===== src/rtl/bcd_arb_pkg.sv =====
// bcd_pkg: shared types and helpers for the bcd_arb encoder sequencer.
package bcd_pkg;

   // Sequencer states.
   typedef enum logic [1:0] {
      S_IDLE = 2'd0,
      S_GO   = 2'd1,
      S_WAIT = 2'd2,
      S_RESP = 2'd3
   } arb_state_e;

   // Watchdog budget is WDOG_MULT*LEN cycles in S_WAIT.
   localparam int WDOG_MULT = 4;

   // Width of a requester index; never narrower than one bit.
   function automatic int id_width(input int n);
      return (n <= 2) ? 1 : $clog2(n);
   endfunction

endpackage


===== src/rtl/bcd_arb_rr_pick.sv =====
// rr_pick: combinational round-robin picker. Searches req starting at ptr,
// wrapping from N-1 to 0, and returns the first set bit as one-hot and index.
module rr_pick
   import bcd_pkg::*;
#(
   parameter int N   = 3,
   parameter int IDW = 2
) (
   input  logic [N-1:0]   req,
   input  logic [IDW-1:0] ptr,
   output logic [N-1:0]   grant,
   output logic [IDW-1:0] id,
   output logic           any
);

   // First valid requester at or after ptr wins.
   always_comb begin
      int idx;
      grant = '0;
      id    = '0;
      any   = 1'b0;
      idx   = 0;
      for (int k = 0; k < N; k++) begin
         idx = (int'(ptr) + k) % N;
         if (!any && req[idx]) begin
            grant[idx] = 1'b1;
            id         = IDW'(idx);
            any        = 1'b1;
         end
      end
   end

endmodule


===== src/rtl/bcd_arb.sv =====
// bcd_arb: round-robin sequencer sharing one iterative binary-to-BCD encoder
// among NUM_REQ requesters. One job at a time: grant, pulse go, wait for done,
// return the result tagged with the requester id.
// Optional watchdog on the done wait: define BCD_ARB_WDOG_EN.
module bcd_arb
   import bcd_pkg::*;
#(
   parameter int NUM_REQ = 3,
   parameter int LEN     = 4,
   parameter int DIGITS  = 2,
   localparam int IDW    = id_width(NUM_REQ)
) (
   input  logic                    clk,
   input  logic                    rst_n,
   input  logic [NUM_REQ-1:0]      req_valid,
   input  logic [NUM_REQ*LEN-1:0]  req_bin,
   output logic [NUM_REQ-1:0]      req_ready,
   output logic                    enc_go,
   output logic [LEN-1:0]          enc_bin,
   input  logic                    enc_done,
   input  logic [4*DIGITS-1:0]     enc_bcd,
   input  logic                    enc_ovfl,
   output logic                    resp_valid,
   input  logic                    resp_ready,
   output logic [IDW-1:0]          resp_id,
   output logic [4*DIGITS-1:0]     resp_bcd,
   output logic                    resp_ovfl,
   output logic                    busy
`ifdef BCD_ARB_WDOG_EN
   ,
   output logic                    wdog_err
`endif
);

   arb_state_e         state;
   logic [IDW-1:0]     ptr;
   logic [IDW-1:0]     gid;
   logic [NUM_REQ-1:0] pick_grant;
   logic [IDW-1:0]     pick_id;
   logic               pick_any;

`ifdef BCD_ARB_WDOG_EN
   localparam int WDOG_LIMIT = WDOG_MULT * LEN;
   localparam int WDW        = $clog2(WDOG_LIMIT + 1) + 1;
   logic [WDW-1:0] wdog_cnt;
`endif

   rr_pick #(
      .N   (NUM_REQ),
      .IDW (IDW)
   ) u_pick (
      .req   (req_valid),
      .ptr   (ptr),
      .grant (pick_grant),
      .id    (pick_id),
      .any   (pick_any)
   );

   // Grant is offered only while idle, and never while reset is asserted.
   assign req_ready = (state == S_IDLE && rst_n) ? pick_grant : '0;

   // Sequencer FSM with registered outputs.
   always_ff @(posedge clk or negedge rst_n) begin
      if (!rst_n) begin
         state      <= S_IDLE;
         ptr        <= '0;
         gid        <= '0;
         enc_go     <= 1'b0;
         enc_bin    <= '0;
         resp_valid <= 1'b0;
         resp_id    <= '0;
         resp_bcd   <= '0;
         resp_ovfl  <= 1'b0;
         busy       <= 1'b0;
`ifdef BCD_ARB_WDOG_EN
         wdog_cnt   <= '0;
         wdog_err   <= 1'b0;
`endif
      end else begin
         case (state)
            S_IDLE: begin
               if (|(req_valid & req_ready)) begin
                  gid     <= pick_id;
                  enc_bin <= req_bin[int'(pick_id)*LEN +: LEN];
                  enc_go  <= 1'b1;
                  busy    <= 1'b1;
                  state   <= S_GO;
               end
            end
            S_GO: begin
               // done may still show the previous job here, so it is not looked at
               enc_go <= 1'b0;
               state  <= S_WAIT;
`ifdef BCD_ARB_WDOG_EN
               wdog_cnt <= '0;
`endif
            end
            S_WAIT: begin
               if (enc_done) begin
                  resp_bcd   <= enc_bcd;
                  resp_ovfl  <= enc_ovfl;
                  resp_id    <= gid;
                  resp_valid <= 1'b1;
                  state      <= S_RESP;
               end
`ifdef BCD_ARB_WDOG_EN
               else if (wdog_cnt == WDW'(WDOG_LIMIT)) begin
                  resp_bcd   <= '0;
                  resp_ovfl  <= 1'b1;
                  resp_id    <= gid;
                  resp_valid <= 1'b1;
                  wdog_err   <= 1'b1;
                  state      <= S_RESP;
               end else begin
                  wdog_cnt <= wdog_cnt + 1'b1;
               end
`endif
            end
            S_RESP: begin
               if (resp_ready) begin
                  resp_valid <= 1'b0;
                  busy       <= 1'b0;
                  ptr        <= (int'(gid) == NUM_REQ - 1) ? '0 : gid + 1'b1;
                  state      <= S_IDLE;
               end
            end
            default: state <= S_IDLE;
         endcase
      end
   end

endmodule


===== config.mk =====
export PLATFORM = sky130hd
export DESIGN_NAME = bcd_arb
export DESIGN_NICKNAME = d
export VERILOG_FILES = /design/src/rtl/bcd_arb_pkg.sv /design/src/rtl/bcd_arb_rr_pick.sv /design/src/rtl/bcd_arb.sv
export SDC_FILE = /design/constraint.sdc
export NUM_CORES = 1
export LEC_CHECK = 0
export ABC_AREA = 1
export CAP_MARGIN = 10
export CORE_MARGIN = 4
export CORE_UTILIZATION = 45
export DETAILED_ROUTE_END_ITERATION = 6
export HOLD_SLACK_MARGIN = 0.08
export PLACE_DENSITY = 0.86
export SYNTH_ARGS = -nofsm -noshare
export SYNTH_HDL_FRONTEND = slang
export SYNTH_HIERARCHICAL = 1
export SYNTH_SLANG_ARGS = --single-unit

===== constraint.sdc =====
create_clock -name clk -period 5.88 [get_ports clk]
set_clock_uncertainty 0.15 [all_clocks]
set_input_delay 1.176 -clock clk [delete_from_list [all_inputs] [get_ports clk]]
set_output_delay 1.176 -clock clk [all_outputs]
set_load 0.1 [all_outputs]

### Word level (Yosys, flattened, before mapping)

Index checks and enable logic that the tools add are counted.
W data, S select, Z words.

* bitwise logic cells: 3
* multiplexer cells: 35
* shift operators: 1
* $add $sub $neg: 3
* magnitude comparators: 6
* divide/modulo/power cells: 3
* reductions and logical operators: 20
* equal/unequal tests: 7
* multipliers: 0

Operator list (number)
* $ge A32 B1 Y1 const B: 3
* $lt A32 B4 Y1 const B: 3
* $mod A32 B3 Y32 const B: 2
* $mod A3 B3 Y32 const B: 1
* $mux W1: 14
* $mux W2: 7
* $mux W3: 4
* $shiftx A12 B5 Y4: 1
* $reduce_and A3 Y1: 3
* $pmux W2 S4: 1
* $reduce_and A2 Y1: 4
* $bmux W1 S2: 3
* $demux W1 S2: 3
* $eq A2 B2 Y1 const B: 3
* $logic_and A1 B1 Y1: 6
* $or A3 B3 Y3: 2
* $pmux W1 S2: 3
* $reduce_bool A2 Y1: 3
* $ne A2 B2 Y1 const B: 2
* $add A2 B1 Y3 const B: 1
* $add A2 B2 Y3 const B: 1
* $and A3 B3 Y3: 1
* $reduce_or A3 Y1: 1
* $add A2 B1 Y2 const B: 1
* other kinds (4): 5

* output and inout port bits: 21
* RAM bits: 0
* memories kept: 0
* word-level logic and storage cells: 88
* latch bits: 0
* bits in registers: 24
* memory bits (read-only): 0

### Logic depth before layout (Yosys ltp)

* depth in word-level cells: 16
* depth in mapped cells: 17
* gate-level depth less buffers: 17

### By module

Netlist, hierarchy kept.

Modules (own cells, without submodules)
* bcd_arb: area each 1196.1 µm², sequential area each 600.6 µm², cells an instance 141, instances 1
* rr_pick: area each 320.3 µm², sequential area each 0.0 µm², cells an instance 61, instances 1

### Worst setup path after synthesis

Ideal clock, no wire load.

* kind: in2out
* start: in req_valid[2]
* end: out req_ready[1]
* buffers on the path: 0
* slack: 1.558 ns
* stages on the path: 10
* data required time: 4.554 ns
* arrival: 2.996 ns
* cell sequence: inv_2 > o21ai_2 > nand2_4 > inv_2 > nand2_1 > nand2_1 > inv_2 > nand2_1 > inv_1 > nor2_1

* cells in the longest elaborated chain, start to end: 11
* elaborated cells on any way between the ends: 21
* classes of those cells: 15 x mux; 2 x bitwise; 4 x reduce/logical

RTL lines
* start, declared: RTL line bcd_arb.sv:15 `input logic [NUM_REQ-1:0] req_valid,`
* $bmux W1 S2: RTL line bcd_arb_rr_pick.sv:25 `if (!any && req[idx]) begin`
* $mux W1 (implied by the code) (2 in series): RTL line bcd_arb_rr_pick.sv:25
* $mux W1: RTL line bcd_arb_rr_pick.sv:25
* $logic_not A1 Y1: RTL line bcd_arb_rr_pick.sv:25
* $logic_and A1 B1 Y1: RTL line bcd_arb_rr_pick.sv:25
* $mux W1: RTL line bcd_arb_rr_pick.sv:25
* $logic_not A1 Y1: RTL line bcd_arb_rr_pick.sv:25
* $logic_and A1 B1 Y1: RTL line bcd_arb_rr_pick.sv:25
* $mux W3 *: RTL line bcd_arb_rr_pick.sv:25
* via pick_grant[1]: RTL line bcd_arb.sv:38 `logic [NUM_REQ-1:0] pick_grant;`
* $mux W3 *: RTL line bcd_arb.sv:60 `assign req_ready = (state == S_IDLE && rst_n) ? pick_grant : '0;`
* end, declared: RTL line bcd_arb.sv:17 `output logic [NUM_REQ-1:0] req_ready,`

The timed path passes the listed nets; every way through them passes the cells marked *. The select of a mux whose other input is x is not followed.

### Worst setup path in the final report

* start: in req_valid[2]
* end: out req_ready[0]

Same word-level chain as after synthesis.

==> metrics.yaml <==
synth.avg_cell_area_um2: 7.51
worstMarginPinSlew_ps: 997
rr_startpoint: "ptr[0]"
finalCritPeriodShare_pct: 71.0
drc: 0
coreArea_um2: 3130
cts.sinks: 24
setup_viol: 0
final_hold_viol_count: 0
path_clk_slew_ps: 120
grt_max_degree: 28
fp.dieW_um: 65.9
grt_first_pass_wirelength_um: 5440
path_common_cell: "nand2_1"
place_congestion: 0.874
ant_nets: 0
worstHoldStart: "gid[0]"
grt_pass1_vias: 1280
io_pins: 49
num_antenna_cells: 0
drtPass1Iterations: 4
nets: 288
die_y_um: 65.9
avgRoutedWirePerCell_um: 11.2
initial_core_util_pct: 48.3
crit_fanout: 6
arrival_ps: 2850
min_path_type: "flop to flop"
slowest_delay_ps: 560
syn_nets: 237
pre_cts_slack_ps: 1710
path_buf_inv: 6
mostFrequentLayoutCells: "71 x nand2_1, 45 x clkdlybuf4s50_1, 24 x dfrtp_1"
cts_tree: "yes"
yosysWarnings: 6
critPathTopFamily: "buffers and inverters"
antenna_found_initial: 0
final_common_cell: "nand2_1"
maxSlewViolCount: 0
viasPerCell: 4.70
max_slew_margin_pct: 33.3
path_class: "input pin to output port"
overflow: 0
startpoint_type: "input pin"
clock_latency_ps: 300
cts_resized: 0
holdBufCountCts: 0
status: "finished clean"
critPathSlowestCell: "clkdlybuf4s50_1"
cts_setup_buffers: 0
drive_gt1_share_pct: 12.0
area_growth_pct: 36.0
drt-initial-drc-count: 64
drv_cap: 0
max_freq_mhz: 240
root_buffer: "clkbuf_4"
fin_tns_setup_ps: 0
wl_um: 3310
grt_util_all_layers_pct: 15.6
startpoint: "req_valid[2]"
netlist_area_um2: 1510
period_minus_slack_ps: 4180
dp_hpwl_um: 2640
rsz0062_at_grt: "false"
port_buffers: 48
syn_inst: 201
fin_ws_ps: 1700
cp-end-kind: "output port"
cp.required_ps: 4550
routed-via-count: 1386
rows: 20
htreeDepth: 1
die_area_um2: 4350
crit_chain: "clkdlybuf4s50_1, inv_2, o21ai_2, nand2_4, inv_2, nand2_1, nand2_1, inv_1, nand2_1, inv_1, nor2_1, buf_4"
cts_buffers: 3
clk_path_buf_depth: 2
-- final cells by class --
class | instances | area (µm²)
Clock buffer | 4 | 36.3
Fill cell | 281 | 1070
Inverter | 31 | 116
Multi-Input combinational cell | 143 | 764
Sequential cell | 24 | 601
Tap cell | 44 | 55.1
Timing Repair Buffer | 49 | 480
-- stage by stage --
| step | instances | cell area, µm² | hold slack, ps | util [%] |
|---|---|---|---|---|
| after detailed placement | 291 | 2020 | 297 | 64.5 |
| after floorplan | 201 | 1510 | 282 | - |
| after CTS | 295 | 2050 | 315 | 65.6 |
| after global routing | 295 | 2050 | 329 | 65.6 |
| final | 295 | 2050 | 318 | 65.6 |
| after global placement | 291 | 2020 | 291 | 64.5 |
-- sequential cells by signal, indices dropped and copies added (netlist names) --
signal,count
enc_go,1
resp_bcd,8
resp_valid,1
gid,2
busy,1
resp_id,2
state,2
ptr,2
resp_ovfl,1
enc_bin,4
-- worst register-to-register path, stage by stage (launching register included) --
cell	delay, ps
dfrtp_1	420
inv_1	80
ha_1	400
inv_2	160
nand2_1	70
nand3_1	70
nand2_1	60
nand2_1	70
inv_2	40
nand3_1	80
nand2_1	160
inv_1	230
nor2_1	70
o31ai_1	240
nand2_1	70
o21ai_0	80
-- layer usage --
| layer | part of all wire (%) | GRT usage [%] |
|---|---|---|
| met3 | 6.1 | 4.42 |
| met1 | 49 | 20.8 |
| met5 | 0 | 0 |
| met2 | 45 | 25.9 |
| met4 | 0.42 | 2.28 |
-- path summary, 6_finish.rpt --
kind / slack [ps] / depth (start not counted) / endpoint
max: 1700 / 12 / req_ready[0]
min: 320 / 1 / ptr[0]
max reg2reg: 3370 / 15 / enc_bin[1]
min reg2reg: 320 / 1 / ptr[0]
max in group asynchronous: 4260 / 2 / resp_bcd[0]
min in group asynchronous: 1070 / 2 / busy
Power is not shown: default switching activity piles up to over one toggle a cycle in this logic, so the estimate is an artifact.
